`src/rtl/immediate_gen_pipe.sv`:
```
// -----------------------------------------------------------------------------
// immediate_gen_pipe
//
// Decode-stage immediate generator with a registered valid/ready output.
// Each accepted instruction is decoded into its RISC-V immediate (U/J/I/B/S,
// SHAMT or ZIMM), extended to XLEN, and paired with the PC-relative target
// PC+imm. Results sit in a 2-entry skid buffer. Decode therefore keeps full
// throughput while the consumer is ready, and no entry is lost when the
// consumer stalls.
//
// Ports
//   CLK          in   clock, rising edge
//   RESET        in   synchronous active-high reset (priority over FLUSH)
//   FLUSH        in   drop every buffered entry and the entry offered this cycle
//   IN_VALID     in   INSTRUCTION/SELECT/PC are valid
//   IN_READY     out  block can accept (registered)
//   INSTRUCTION  in   raw 32-bit instruction word
//   SELECT       in   [2:0] immediate type, [3] 1 = zero-extend
//   PC           in   PC of INSTRUCTION
//   OUT_VALID    out  output entry valid
//   OUT_READY    in   consumer accepts the entry
//   OUT_IMM      out  extended immediate
//   OUT_TARGET   out  PC+OUT_IMM (or PC for SHAMT/ZIMM/illegal)
//   OUT_ERR      out  SELECT[2:0] was the illegal code 111
// -----------------------------------------------------------------------------
module immediate_gen_pipe #(
    parameter int XLEN = 32
) (
    input  logic            CLK,
    input  logic            RESET,
    input  logic            FLUSH,
    input  logic            IN_VALID,
    output logic            IN_READY,
    input  logic [31:0]     INSTRUCTION,
    input  logic [3:0]      SELECT,
    input  logic [XLEN-1:0] PC,
    output logic            OUT_VALID,
    input  logic            OUT_READY,
    output logic [XLEN-1:0] OUT_IMM,
    output logic [XLEN-1:0] OUT_TARGET,
    output logic            OUT_ERR
);

    localparam int SHAMT_W = $clog2(XLEN);

    typedef enum logic [1:0] {
        EMPTY = 2'd0,
        ONE   = 2'd1,
        TWO   = 2'd2
    } state_t;

    // ------------------------------------------------------------------
    // Combinational decode of the offered instruction
    // ------------------------------------------------------------------
    logic [31:0]     imm32;
    logic            sign_bit;
    logic            pc_rel;
    logic            err_dec;
    logic [XLEN-1:0] imm_dec;
    logic [XLEN-1:0] target_dec;

    // The opcode field never contributes to an immediate.
    logic unused_opcode;
    assign unused_opcode = ^INSTRUCTION[6:0];

    always_comb begin
        imm32    = '0;
        pc_rel   = 1'b0;
        err_dec  = 1'b0;
        // Every signed field has its MSB at instruction bit 31.
        sign_bit = INSTRUCTION[31] & ~SELECT[3];
        case (SELECT[2:0])
            3'b000: begin
                imm32  = {INSTRUCTION[31:12], 12'b0};
                pc_rel = 1'b1;
            end
            3'b001: begin
                imm32  = {{11{sign_bit}}, INSTRUCTION[31], INSTRUCTION[19:12],
                          INSTRUCTION[20], INSTRUCTION[30:21], 1'b0};
                pc_rel = 1'b1;
            end
            3'b010: begin
                imm32  = {{20{sign_bit}}, INSTRUCTION[31:20]};
                pc_rel = 1'b1;
            end
            3'b011: begin
                imm32  = {{19{sign_bit}}, INSTRUCTION[31], INSTRUCTION[7],
                          INSTRUCTION[30:25], INSTRUCTION[11:8], 1'b0};
                pc_rel = 1'b1;
            end
            3'b100: begin
                imm32  = {{20{sign_bit}}, INSTRUCTION[31:25], INSTRUCTION[11:7]};
                pc_rel = 1'b1;
            end
            3'b101: begin
                imm32[SHAMT_W-1:0] = INSTRUCTION[20 +: SHAMT_W];
            end
            3'b110: begin
                imm32 = {27'b0, INSTRUCTION[19:15]};
            end
            default: begin
                err_dec = 1'b1;
            end
        endcase

        // Bits above 31 only exist for XLEN=64; they follow the sign of the
        // PC-relative types and stay zero for SHAMT/ZIMM/illegal.
        imm_dec        = {XLEN{sign_bit & pc_rel}};
        imm_dec[31:0]  = imm32;
        target_dec     = pc_rel ? (PC + imm_dec) : PC;
    end

    // ------------------------------------------------------------------
    // Occupancy FSM and main (output) entry
    // ------------------------------------------------------------------
    state_t          state_reg;
    logic            in_ready_reg;
    logic            out_valid_reg;
    logic [XLEN-1:0] imm_reg;
    logic [XLEN-1:0] target_reg;
    logic            err_reg;

    logic [XLEN-1:0] skid_imm_reg;
    logic [XLEN-1:0] skid_target_reg;
    logic            skid_err_reg;

    logic push;
    logic pop;

    assign push = IN_VALID & in_ready_reg;
    assign pop  = out_valid_reg & OUT_READY;

    always_ff @(posedge CLK) begin
        if (RESET) begin
            state_reg     <= EMPTY;
            in_ready_reg  <= 1'b1;
            out_valid_reg <= 1'b0;
            imm_reg       <= '0;
            target_reg    <= '0;
            err_reg       <= 1'b0;
        end else if (FLUSH) begin
            state_reg     <= EMPTY;
            in_ready_reg  <= 1'b1;
            out_valid_reg <= 1'b0;
        end else begin
            case (state_reg)
                EMPTY: begin
                    if (push) begin
                        imm_reg       <= imm_dec;
                        target_reg    <= target_dec;
                        err_reg       <= err_dec;
                        out_valid_reg <= 1'b1;
                        state_reg     <= ONE;
                    end
                end
                ONE: begin
                    if (push && !pop) begin
                        // Consumer stalled: park the new entry in the skid slot.
                        state_reg    <= TWO;
                        in_ready_reg <= 1'b0;
                    end else if (pop && !push) begin
                        state_reg     <= EMPTY;
                        out_valid_reg <= 1'b0;
                    end else if (push && pop) begin
                        imm_reg    <= imm_dec;
                        target_reg <= target_dec;
                        err_reg    <= err_dec;
                    end
                end
                TWO: begin
                    if (pop) begin
                        imm_reg      <= skid_imm_reg;
                        target_reg   <= skid_target_reg;
                        err_reg      <= skid_err_reg;
                        state_reg    <= ONE;
                        in_ready_reg <= 1'b1;
                    end
                end
                default: begin
                    state_reg     <= EMPTY;
                    in_ready_reg  <= 1'b1;
                    out_valid_reg <= 1'b0;
                end
            endcase
        end
    end

    // Skid slot holds no architectural state until the FSM says so, so it
    // needs no reset and may load even in a cycle that is reset or flushed.
    always_ff @(posedge CLK) begin
        if (state_reg == ONE && push && !pop) begin
            skid_imm_reg    <= imm_dec;
            skid_target_reg <= target_dec;
            skid_err_reg    <= err_dec;
        end
    end

    assign IN_READY   = in_ready_reg;
    assign OUT_VALID  = out_valid_reg;
    assign OUT_IMM    = imm_reg;
    assign OUT_TARGET = target_reg;
    assign OUT_ERR    = err_reg;

endmodule

```
`config.mk`:
```
export PLATFORM = sky130hd
export DESIGN_NAME = immediate_gen_pipe
export DESIGN_NICKNAME = d
export VERILOG_FILES = /design/src/rtl/immediate_gen_pipe.sv
export SDC_FILE = /design/constraint.sdc
export NUM_CORES = 1
export LEC_CHECK = 0
export ABC_AREA = 1
export CAP_MARGIN = 20
export CELL_PAD_IN_SITES_DETAIL_PLACEMENT = 1
export CELL_PAD_IN_SITES_GLOBAL_PLACEMENT = 1
export CORE_UTILIZATION = 35
export CTS_CLUSTER_DIAMETER = 40
export DETAILED_ROUTE_END_ITERATION = 8
export PLACE_DENSITY_LB_ADDON = 0.08
export SLEW_MARGIN = 20
export SYNTH_ARGS = -nofsm -noshare
export SYNTH_HDL_FRONTEND = slang
export SYNTH_SLANG_ARGS = --single-unit
```
`constraint.sdc`:
```
create_clock -name CLK -period 9.5 [get_ports CLK]
set_clock_uncertainty 0.15 [all_clocks]
set_input_delay 1.9 -clock CLK [delete_from_list [all_inputs] [get_ports CLK]]
set_output_delay 1.9 -clock CLK [all_outputs]
set_load 0.02 [all_outputs]
```
# ---- Yosys cells after proc, flatten, opt, wreduce, memory -nomap -nowiden
# Index checks and enable logic that the tools add are counted.
dict set report totals {
  in_bits 73
  out_inout_bits 67
  register_bits 134
}
dict set report classes {
  reduce_logical 19
  n_bitwise 7
  n_mux 35
  n_addsub 1
  eq_ne 16
}
# cell count
set op_table {}
lappend op_table {{$mux 32} 11}
lappend op_table {{$pmux 32 s3} 2}
lappend op_table {{$pmux 27 s4} 1}
lappend op_table {{$add 32x32->32} 1}
lappend op_table {{$pmux 5 s5} 1}
lappend op_table {{$ne 2x2->1 const B} 7}
lappend op_table {{$mux 1} 12}
lappend op_table {{$eq 3x3->1 const B} 3}
lappend op_table {{$pmux 1 s3} 3}
lappend op_table {{$mux 2} 4}
lappend op_table {{$reduce_and 7->1} 1}
lappend op_table {{$reduce_or 7->1} 1}
lappend op_table {{$eq 3x2->1 const B} 2}
lappend op_table {{$pmux 2 s3} 1}
lappend op_table {{$reduce_and 3->1} 2}
lappend op_table {{$reduce_or 2->1} 3}
lappend op_table {{$logic_and 1x1->1} 5}
lappend op_table {{$reduce_or 5->1} 1}
lappend op_table {{$not 1->1} 4}
lappend op_table {{$reduce_and 4->1} 1}
lappend op_table {{$and 1x1->1} 3}
lappend op_table {{$eq 3x1->1 const B} 1}
lappend op_table {{$logic_not 3->1} 1}
lappend op_table {{$ne 3x3->1 const B} 1}
lappend op_table {{5 further kinds} 6}

# ---- Longest topological paths before layout
dict set report depth {
  word_depth 9
  depth_mapped 21
}

# ---- Worst setup path after synthesis
# Ideal clock, no wire load.
dict set report synth_path {
  path_kind {input to register}
  from {input port IN_VALID}
  to {register skid_err_reg, enable pin}
  arrival_ns 8.204
  required_time_ns 8.701
  cell_stages 2
  path_buffers 0
  setup_time_ns 0.649
  setup_slack_ns 0.497
  cell_sequence {nand2_1 > nor4_1}
}
dict set report synth_via {
  elab_chain_len 3
}
# element line_no
set synth_lines {}
lappend synth_lines {{start: declaration} 32} ;# input logic IN_VALID,
lappend synth_lines {{$and 1x1->1} 130} ;# assign push = IN_VALID & in_ready_reg;
lappend synth_lines {{$logic_and 1x1->1 (2 in a row)} 191} ;# if (state_reg == ONE && push && !pop) begin
lappend synth_lines {{end signal: assignment} 194} ;# skid_err_reg <= err_dec;
lappend synth_lines {{end: declaration} 125} ;# logic skid_err_reg;
# No other way between the ends.
# A chain may end at the register's enable or synchronous reset.

# ---- Final worst setup path
dict set report layout_path {
  from {input port SELECT[1]}
  to {register target_reg[23] (netlist: OUT_TARGET[23])}
}
dict set report layout_via {
  elab_chain_len 9
  word_cells_on_any_way 20
  classes_between {1 x add/sub; 6 x eq/ne; 9 x mux; 4 x reduce/logical}
}
# element line_no
set layout_lines {}
lappend layout_lines {{start: declaration} 35} ;# input logic [3:0] SELECT,
lappend layout_lines {{$eq 3x3->1 / $eq 3x2->1 (equally long branches)} 72} ;# case (SELECT[2:0])
lappend layout_lines {{$reduce_or 2->1 (no source line)} -}
lappend layout_lines {{$pmux 27 s4 *} 72}
lappend layout_lines {{net imm32[5]} 55} ;# logic [31:0] imm32;
lappend layout_lines {{$add 32x32->32 *} 110} ;# target_dec = pc_rel ? (PC + imm_dec) : PC;
lappend layout_lines {{$mux 32 *} 110}
lappend layout_lines {{$mux 32} 164} ;# end else if (push && pop) begin
lappend layout_lines {{$mux 32} 161} ;# end else if (pop && !push) begin
lappend layout_lines {{$mux 32} 157} ;# if (push && !pop) begin
lappend layout_lines {{$pmux 32 s3 *} 146} ;# case (state_reg)
lappend layout_lines {{end signal: assignment} 150} ;# target_reg <= target_dec;
lappend layout_lines {{end signal: assignment} 166} ;# target_reg <= target_dec;
lappend layout_lines {{end signal: assignment} 173} ;# target_reg <= skid_target_reg;
lappend layout_lines {{end: declaration} 120} ;# logic [XLEN-1:0] target_reg;
# Mark *: on every way through the listed nets, which the timed path passes. The rest lies on a longest branch. The select of a mux whose other input is x is not followed.

==> impl_metrics.yaml <==
clock_tree:
  clkTransAtPathRegs_ps: 70
  clock_path_buffers: 2
  cts_tree: "done"
  clkSinkCount: 134
  cts_post_setup_buffers_inserted: 0
  htree_num_levels: 4
  cts.repair.resized: 0
  cts_buffers: 17
  hold_buffers: 0
  root_buffer: "clkbuf_16"
  clk_latency_ps: 430
drt:
  first_iter_violations: 444
  post_drt_wl_per_cell_um: 17.95
  drtAntennaViolNets: 0
  via_count: 8136
  finalWirelength_mm: 29.24
  route.detailed.drc: 0
  via_per_inst: 4.994
  dr.pass1.iters: 5
timing:
  hold_viol_final: 0
  fmax_ghz: 0.1705
  max_slew.worst_pin.slew_ps: 1028
  drv_slew: 0
  post-route-min-period_ps: 5866
  fin_setup_tns_ps: 0
  min_period_over_period: 0.6175
  final-setup-viol-count: 0
  slew_headroom: 0.3147
  hold_ws_ps: 315.7
  rsz0062_at_grt: "false"
power:
  power_density_mw_per_mm2: 168.6
  switching_share: 0.3293
  power_switching_mw: 0.5761
  seqPwrFrac: 0.377
  peakVddDrop_v: 0.0001131
  p_int_mw: 1.173
  p_comb_frac: 0.250
  p_clk_frac: 0.373
  leakage_nw: 4.810
yosys:
  yosysTopAreaCell: "edfxtp_1"
  synth_area_leaders: "edfxtp_1, nand2_1, dfxtp_1"
  ys_seq_elements: 134
  syn_inst: 1187
  synth_edf_count: 65
  async_flop_share: 0
  synthesis.nets: 1295
  synth_area_mm2: 0.008249
  ys_types: 39
  syn_avg_cell_area_um2: 6.950
  yosysTopAreaCellShare: 0.2366
  synthFlopType: "dfxtp_1"
  yosysWarnings: 0
  yosysSeqAreaShare: 0.4041
setup_path:
  endpoint_kind: "flop"
  critical_path_class: "in2reg"
  critPathLaunchType: "input pin"
  cp_max_fo: 49
  arrival_ps: 6010
  critPathRequiredTime_ps: 9640
die:
  num_rows: 55
  coreArea_mm2: 0.02285
  die_area_mm2: 0.02419
  initial_core_util: 0.3611
  die_w_um: 155.5
  ios: 140
  fp.dieH_um: 155.5
global_route:
  overflow: 0
  grt_pass1_vias: 8198
  track_usage: 0.2526
  grt_pass1_wl_mm: 45.96
  antenna_found_initial: 0
  grt_max_degree: 90
final_layout:
  layout_common_cells: "nand2_1, inv_1, clkdlybuf4s50_1"
  antennaDiodeCount: 0
  drive_gt1_frac: 0.05167
  layout.nets: 1411
  instances_no_fill: 1629
  finish.utilization: 0.4541
  final_common_cell: "nand2_1"
  syn_to_final_growth_pct: 25.77
status:
  status: "finished clean"
placed_design:
  dp.cells: 1597
  port_buffers: 132
  place_congestion: 0.8960
  hpwl_mm: 22.24
job:
  max_cap_viol_count: 0
worst_hold_path:
  hold_path_class: "reg2reg"
==> critical path, cell delays in order <==
cell             delay (ps)
clkdlybuf4s50_1         630
nor2_4                  240
nor2_4                   40
buf_4                   280
inv_2                   390
nand2_1                 230
nor2_1                  580
ha_1                    400
nand2_1                 160
inv_1                    80
a21oi_1                 140
nand2_1                 100
nand2_1                  90
nand2_2                 130
nand2_1                 130
nand3_1                  80
nand3_1                 130
nand3_1                 100
nand2_1                  90
a21oi_1                  50
==> area by class of cell <==
class	instances	area, um2
inverters	161	604.3
multi-input cells	852	4121
clock buffers	20	479.2
clock inverters	12	91.34
flip-flops and latches	134	3333
repair buffers	137	1354
fillers	2924	12470
well taps	313	391.6
==> cell usage after synthesis (2+ instances only) <==
master,number
ha_1,34
o21bai_1,3
clkbuf_1,25
a21oi_1,127
inv_1,148
nor3_1,6
buf_2,4
xnor2_1,14
clkinv_1,2
o221ai_1,6
nand2_2,7
nor3_2,2
o21ai_2,3
nand4_1,4
inv_2,11
o211ai_1,3
o21ai_0,28
dfxtp_1,69
nor2_4,2
nand2_1,383
nand3_1,61
o21ai_1,56
buf_4,9
nor2_1,100
nand2_4,2
edfxtp_1,65
==> logic make-up after synthesis <==
family | count (synthesis) | synth area share
AND/OR/NAND/NOR | 572 | 0.2823
AO/OA/AOI/OAI | 230 | 0.1467
buffers and inverters | 201 | 0.09707
flip-flops | 134 | 0.4041
adder cells (fa/ha/maj) | 35 | 0.05400
XOR/XNOR | 15 | 0.01593
==> routing by layer <==
layer,vias to the layer above,routed length (um),GRT usage
met5,-,0,0
met4,0,331,0.05929
met3,15,803,0.02730
met2,136,14180,0.4279
met1,3909,13930,0.3441
li1,4076,-,-
==> per-stage QoR <==
step / total power, mW / setup WS, ps / instance area, um2
detailed placement: 1.111 / 3163 / 9809
finish: 1.749 / 3634 / 10380
global placement: 1.104 / 3264 / 9809
CTS: 1.766 / 3606 / 10380
global route: 1.834 / 3273 / 10380
floorplan: 0.9380 / 497.2 / 8249
==> power by group through the flow <==
stage	Clock (mW)	Combinational [mW]	Sequential, mW
3_5_place_dp	0	0.438	0.673
2_1_floorplan	0	0.239	0.699
3_3_place_gp	0	0.432	0.672
6_report	0.652	0.437	0.660
5_1_grt	0.684	0.487	0.663
4_1_cts	0.665	0.441	0.660
==> final timing paths <==
check,start,slack (ps),endpoint,cells past startpoint
worst max-delay path,SELECT[1],3630,OUT_TARGET[23]$_SDFFE_PP0P_,20
worst min-delay path,OUT_IMM[5]$_SDFFE_PP0P_,320,OUT_IMM[5]$_SDFFE_PP0P_,2
worst max register to register,IN_READY$_SDFFE_PP1P_,6230,OUT_TARGET[15]$_SDFFE_PP0P_,10
worst min register to register,OUT_IMM[5]$_SDFFE_PP0P_,320,OUT_IMM[5]$_SDFFE_PP0P_,2
No activity file was read; power rests on OpenSTA's default activity.
